===== src/rtl/ce_period_meter_pkg.sv =====
// ce_period_meter_pkg: FSM encoding and shared constants for the CE period meter.
package ce_period_meter_pkg;
    localparam logic [1:0] ST_IDLE = 2'd0;
    localparam logic [1:0] ST_ARM  = 2'd1;
    localparam logic [1:0] ST_MEAS = 2'd2;
    localparam int DEFAULT_WIDTH = 26;
    localparam int F50MHZ = 50_000_000;
endpackage


===== src/rtl/ce_period_meter_sync_edge_det.sv =====
// sync_edge_det: multi-stage synchronizer with registered rising-edge pulse for async inputs.
module sync_edge_det #(
    parameter int SYNC_STAGES = 2
) (
    input  logic clk,
    input  logic R,
    input  logic din,
    output logic rise
);
    logic [SYNC_STAGES-1:0] r_sync;
    logic r_prev;
    logic r_rise;
    always_ff @(posedge clk or posedge R) begin
        if (R) begin
            r_sync <= '0;
            r_prev <= 1'b0;
            r_rise <= 1'b0;
        end else begin
            r_sync <= {r_sync[SYNC_STAGES-2:0], din};
            r_prev <= r_sync[SYNC_STAGES-1];
            r_rise <= r_sync[SYNC_STAGES-1] & ~r_prev;
        end
    end
    assign rise = r_rise;
endmodule


===== src/rtl/ce_period_meter.sv =====
// ce_period_meter: counts clk cycles between rising edges of an async strobe,
// reporting each interval with a one-cycle valid pulse and a sticky overflow flag.
module ce_period_meter
    import ce_period_meter_pkg::*;
#(
    parameter int WIDTH       = DEFAULT_WIDTH,
    parameter int SYNC_STAGES = 2
) (
    input  logic             clk,
    input  logic             R,
    input  logic             ce,
    input  logic             din,
    output logic [WIDTH-1:0] period,
    output logic             valid,
    output logic             ovf,
    output logic             armed
);
    logic             w_rise;
    logic [1:0]       r_state;
    logic [WIDTH-1:0] r_cnt;
    logic [WIDTH-1:0] r_period;
    logic             r_valid;
    logic             r_ovf;
    sync_edge_det #(.SYNC_STAGES(SYNC_STAGES)) u_sync (
        .clk  (clk),
        .R    (R),
        .din  (din),
        .rise (w_rise)
    );
    // ce has priority over edges and overflow; a rise beats a saturated count
    always_ff @(posedge clk or posedge R) begin
        if (R) begin
            r_state  <= ST_IDLE;
            r_cnt    <= '0;
            r_period <= '0;
            r_valid  <= 1'b0;
            r_ovf    <= 1'b0;
        end else begin
            r_valid <= 1'b0;
            if (!ce) begin
                r_state <= ST_IDLE;
                r_cnt   <= '0;
                r_ovf   <= 1'b0;
            end else begin
                case (r_state)
                    ST_IDLE: begin
                        r_cnt   <= '0;
                        r_state <= ST_ARM;
                    end
                    ST_ARM: if (w_rise) begin
                        r_cnt   <= WIDTH'(1);
                        r_state <= ST_MEAS;
                    end
                    ST_MEAS: if (w_rise) begin
                        r_period <= r_cnt;
                        r_valid  <= 1'b1;
                        r_cnt    <= WIDTH'(1);
                    end else if (r_cnt == '1) begin
                        r_ovf   <= 1'b1;
                        r_cnt   <= '0;
                        r_state <= ST_ARM;
                    end else begin
                        r_cnt <= r_cnt + 1'b1;
                    end
                    default: begin
                        r_state <= ST_IDLE;
                        r_cnt   <= '0;
                    end
                endcase
            end
        end
    end
    assign period = r_period;
    assign valid  = r_valid;
    assign ovf    = r_ovf;
    assign armed  = (r_state != ST_IDLE);
endmodule


===== config.mk =====
export PLATFORM = sky130hd
export DESIGN_NAME = ce_period_meter
export DESIGN_NICKNAME = d
export VERILOG_FILES = /design/src/rtl/ce_period_meter_pkg.sv /design/src/rtl/ce_period_meter_sync_edge_det.sv /design/src/rtl/ce_period_meter.sv
export SDC_FILE = /design/constraint.sdc
export NUM_CORES = 1
export LEC_CHECK = 0
export ABC_AREA = 1
export ABC_CLOCK_PERIOD_IN_PS = 2800
export CORE_ASPECT_RATIO = 2
export CORE_MARGIN = 2
export CORE_UTILIZATION = 55
export DETAILED_ROUTE_END_ITERATION = 8
export PLACE_DENSITY_LB_ADDON = 0.05
export SYNTH_ARGS = -nofsm -noshare
export SYNTH_HDL_FRONTEND = slang
export SYNTH_SLANG_ARGS = --single-unit

===== constraint.sdc =====
create_clock -name clk -period 2.8 [get_ports clk]
set_input_delay 0.56 -clock clk [delete_from_list [all_inputs] [get_ports clk]]
set_output_delay 0.56 -clock clk [all_outputs]
set_load 0.1 [all_outputs]

# [Yosys cells after proc, flatten, opt, wreduce, memory -nomap -nowiden]
# Cells that the tools add are included.
[word_totals] regBits=60 inputBits=4
[op_classes] mux=17 add_sub_neg=1 bitwise_logic=2 n_reduce_logical=5 n_eq_ne=9
[ops] operator="two-way mux 26 bit" count=4
[ops] operator="one-hot mux 26 bit (2 select lines)" count=1
[ops] operator="adder 26 x 1 -> 26 bit (second input constant)" count=1
[ops] operator="== test 26 bit (second input constant)" count=1
[ops] operator="AND reduction 3 bit" count=3
[ops] operator="two-way mux 2 bit" count=4
[ops] operator="two-way mux 1 bit" count=7
[ops] operator="inequality test 3 bit (second input constant)" count=2
[ops] operator="one-hot mux 2 bit (3 select lines)" count=1
[ops] operator="inequality test 2 x 1 -> 1 bit (second input constant)" count=2
[ops] operator="inequality test 3 x 2 -> 1 bit (second input constant)" count=1
[ops] operator="== test 2 x 1 -> 1 bit (second input constant)" count=1
[ops] operator="== test 2 bit (second input constant)" count=1
[ops] operator="logical NOT 2 bit" count=1
[ops] operator="inequality test 2 bit (second input constant)" count=1
[ops] operator="nonzero test 2 bit" count=1
[ops] operator="bitwise AND 1 bit" count=1
[ops] operator="inverter 1 bit" count=1

# [Longest topological paths before layout]
[logic_depth] depth_word=5 mapped_depth=12 mapped_depth_nobuf=12

# [Hierarchy]
# From an unflattened synthesis, not the netlist that was laid out.
[unflattened] hier_cells=355 hier_area_um2=2941.6
[by_module_without_submodules] mod="ce_period_meter" n_inst=1 cells_per_inst=348 area_per_inst_um2=2827.7 seq_area_each_um2=1401.3
[by_module_without_submodules] mod="sync_edge_det" n_inst=1 cells_per_inst=7 area_per_inst_um2=113.9 seq_area_each_um2=100.1

# [Worst setup path before layout]
# No wires, ideal clock.
[synth_timing] path_kind="flip-flop to output port" startpoint="register r_state[0]" endpoint="output port armed" arrival_time_ns=1.183 path_stages_with_launch=4 path_buffers=0 setup_slack_ns=1.057 path_cell_list="dfrtp_1 inv_1 ha_1 inv_1"
[synth_between] elab_chain_len=1
[synth_rtl] item="start, declared" line_no="ce_period_meter.sv:19" rtl="logic [1:0] r_state;"
[synth_rtl] item="start signal, assigned" line_no="ce_period_meter.sv:33" rtl="r_state <= ST_IDLE;"
[synth_rtl] item="start signal, assigned" line_no="ce_period_meter.sv:41" rtl="r_state <= ST_IDLE;"
[synth_rtl] item="start signal, assigned" line_no="ce_period_meter.sv:48" rtl="r_state <= ST_ARM;"
[synth_rtl] item="nonzero test 2 bit" line_no="ce_period_meter.sv:76" rtl="assign armed = (r_state != ST_IDLE);"
[synth_rtl] item="end, declared" line_no="ce_period_meter.sv:16" rtl="output logic armed"
# No other way between the ends.

# [Final worst setup path]
[layout_timing] startpoint="input port ce" endpoint="register r_state[1]"
[layout_between] elab_chain_len=2
[layout_rtl] item="start, declared" line_no="ce_period_meter.sv:11" rtl="input logic ce,"
[layout_rtl] item="inequality test 3 x 2 -> 1 bit (no line) or inequality test 3 bit (tied branches)"
[layout_rtl] item="AND reduction 3 bit (no line)"
# Several ways; a longest one is shown, not always the timed one.
# A chain may end at the register's enable or synchronous reset.

==> metrics.md <==
| Metric | Value |
|---|---|
| Avg WL per Cell | `14.0 microns` |
| Fin crit period | `1.98 ns` |
| Final Hold Viols | `0` |
| Yosys reg bits | `60` |
| Total CTS buffers | `9` |
| Crit start category | `primary input` |
| Initial DRC Count | `60` |
| Slowest-stage cell, CP | `inv_1` |
| Congestion Overflow GR | `0` |
| Seq/Total Area, Yosys | `51.8%` |
| Worst Tran Pin Value | `0.782 ns` |
| Initial Utilization | `57.0%` |
| Vias in the first global route | `2,305` |
| Global-route usage over all layers | `22.6%` |
| Drt drc | `0` |
| Count leader, synth | `nand2_1` |
| DR vias/cell | `between 5 and 6` |
| Worst-skew pair later-pin latency | `between 0.3 and 0.4 ns` |
| Ys Warns | `0` |
| Yosys top cell area share | `between 50% and 60%` |
| Run status | `finished clean` |
| Cell Chain, Critical Path | `clkdlybuf4s50_1, nand2_1, nor2_2, inv_1, nand3_2, nand2_1, o21ai_1` |
| CP most frequent cell | `nand2_1` |
| Dpl hpwl | `approximately 4400 microns` |
| Final #Nets | `roughly 390` |
| Post-synth top cells | `nand2_1, dfrtp_1, inv_1` |
| CTS tree | `done` |
| First-pass GRT wire length | `10,300 microns` |
| Maximum vdd drop | `just over 0.6 mV` |
| Final setup viols | `0` |
| MaxCap Viol Count | `0` |
| Syn avg cell area | `around 8.6 sq um` |
| Worst setup EP type | `flop` |
| Die H | `107 microns` |
| CP required | `3.04 ns` |
| Slew Viols, Final | `0` |
| Htree depth | `3` |
| Post-synth EDFFs | `0` |
| Clock Skew | `slightly below 0.005 ns` |
| Die ar. | `~5900 sq um` |
| Maximum achievable frequency | `505 MHz` |
| Layout cells sized above 1 | `~18%` |
| Distinct cell type count after synthesis | `27` |
| Clock Pin Slew Worst Setup and Hold Paths | `around 0.060 ns` |
| Initial antenna violation count | `0` |
| Synth area leaders | `dfrtp_1, nand2_1, inv_1` |
| Post-Route M1 WL | `2390 microns` |
| DR top layer | `met4` |
| Worst Path Buf+Inv | `2` |
| Critical path's largest stage delay | `0.58 ns` |
| Leading area contributor after synthesis | `dfrtp_1` |
| Pwr/cell area | `between 500 and 600 nW/um^2` |
| Syn nets | `about 350` |
| Pre-antenna DRT Iters | `4` |
| Leak | `~1.6 nW` |
| CP max FO | `22` |
| Max Buffers Root-to-Sink | `2` |
| RSZ-0062 raised after global routing | `false` |
| Largest net degree at the start of global routing | `61` |
| CTS Hold Buffers Added | `0` |
| Core box area | `approximately 5100 sq um` |
| IO buf count | `32` |
| Tcrit/Tclk final | `70.7%` |
| # diodes | `0` |
| Sink Count | `60` |
| GP Congestion | `between 0.8 and 0.9` |
| Min-delay worst type | `reg2reg` |
| Die X | `~55 microns` |
| Via count | `approximately 2,300` |
| Met3 Wirelength | `165 microns` |
| Crit-path leading delay family | `buffers and inverters` |
| Clock Tree Root | `clkbuf_8` |
| CP arrival | `2.22 ns` |
| Post-CTS setup buffer count | `0` |
| Crit path kind | `in2reg` |
| Post-layout util | `~67%` |
| Main synth FF type | `dfrtp_1` |
| DR WL met2 | `3460 microns` |
| Post-synth ARST share | `100%` |
| Post-Syn Area | `between 2000 and 3000 sq um` |
| Cells after Synth | `between 300 and 400` |
| # rows | `37` |
| Post_cts resized | `0` |
| I/O pins | `33` |
| ANT nets after route | `0` |
| Area Overhead vs Synth | `17.4%` |
| Max_slew headroom | `between 40% and 50%` |
| Setup TNS Final | `0 ns` |
| Post-Route WL | `a little over 6000 microns` |
-- state kept, by name, indices dropped and copies added (netlist names) --
register and count:
r_state 2, period 26, u_sync.rise 1, u_sync.r_sync 2, ovf 1, r_cnt 26
u_sync.r_prev 1, valid 1
-- routing by layer --
layer | vias up | track usage, %
met4 | 0 | 11.8
met1 | 1109 | 23.7
met5 | - | 0
met3 | 10 | 5.07
li1 | 1162 | -
met2 | 38 | 41.2
-- path summary, 6_finish.rpt --
path | from | to | slack, ns | cells after the start
max reg2reg | r_state[1] | r_state[1] | 0.84 | 8
min in group asynchronous | R | period[3] | 0.59 | 3
min | u_sync.r_sync[0] | u_sync.r_sync[1] | 0.35 | 0
min reg2reg | u_sync.r_sync[0] | u_sync.r_sync[1] | 0.35 | 0
max | ce | r_state[1] | 0.82 | 7
max in group asynchronous | R | u_sync.rise | 1.95 | 3
-- cell usage in the layout (no fill, tap or decap), drive strengths merged --
| cell | instances |
|---|---|
| buf | 32 |
| clkbuf | 14 |
| clkdlybuf4s50 | 3 |
| clkinv | 1 |
| dfrtp | 60 |
| ha | 4 |
| inv | 43 |
| nand2 | 92 |
| nand3 | 18 |
| nand3b | 1 |
| nand4 | 5 |
| nor2 | 33 |
| nor3 | 6 |
| o211ai | 1 |
| o21a | 1 |
| o21ai | 41 |
| o22ai | 13 |
| xnor2 | 1 |
| xor2 | 12 |
-- area by class of cell --
type                       instances  area, sq um
fill                             443         1690
sequential                        60         1500
multi-input combinational        228         1200
timing repair buffer              35          283
clock buffer                      14          183
inverter                          43          161
tap                               58         72.6
clock inverter                     1         5.00
-- cells by family (layout without fill, tap and decap cells) --
logic type / count (synthesis) / count (layout) / synth area share (%)
xor+xnor: 13 / 13 / 3.93
fa+ha+maj: 4 / 4 / 1.73
compound gates: 56 / 56 / 10.6
buf+inv: 51 / 93 / 6.86
flops: 60 / 60 / 51.8
simple gates: 155 / 155 / 25.2
-- stage by stage --
step / total power, W / instances / hold WS, ns / area (sq um) / worst slack (ns)
5_1_grt: 0.00206 / 439 / 0.358 / 3410 / 0.636
3_5_place_dp: 0.00126 / 424 / 0.341 / 3220 / 0.442
6_report: 0.00198 / 439 / 0.352 / 3410 / 0.820
2_1_floorplan: 0.00118 / 339 / 0.331 / 2900 / 0.755
3_3_place_gp: 0.00125 / 424 / 0.340 / 3220 / 0.506
4_1_cts: 0.00200 / 439 / 0.355 / 3410 / 0.812
-- report_power, final --
| group | total (W) | internal (W) | leakage [nW] | switching [W] |
|---|---|---|---|---|
| clock network | 0.000739 | 0.000412 | 0.0986 | 0.000328 |
| logic | 0.000327 | 0.0000754 | 0.632 | 0.000252 |
| registers | 0.000914 | 0.000891 | 0.828 | 0.0000224 |
| total | 0.00198 | 0.00138 | 1.56 | 0.000602 |
Note: power is estimated with default switching activity, not from simulation.
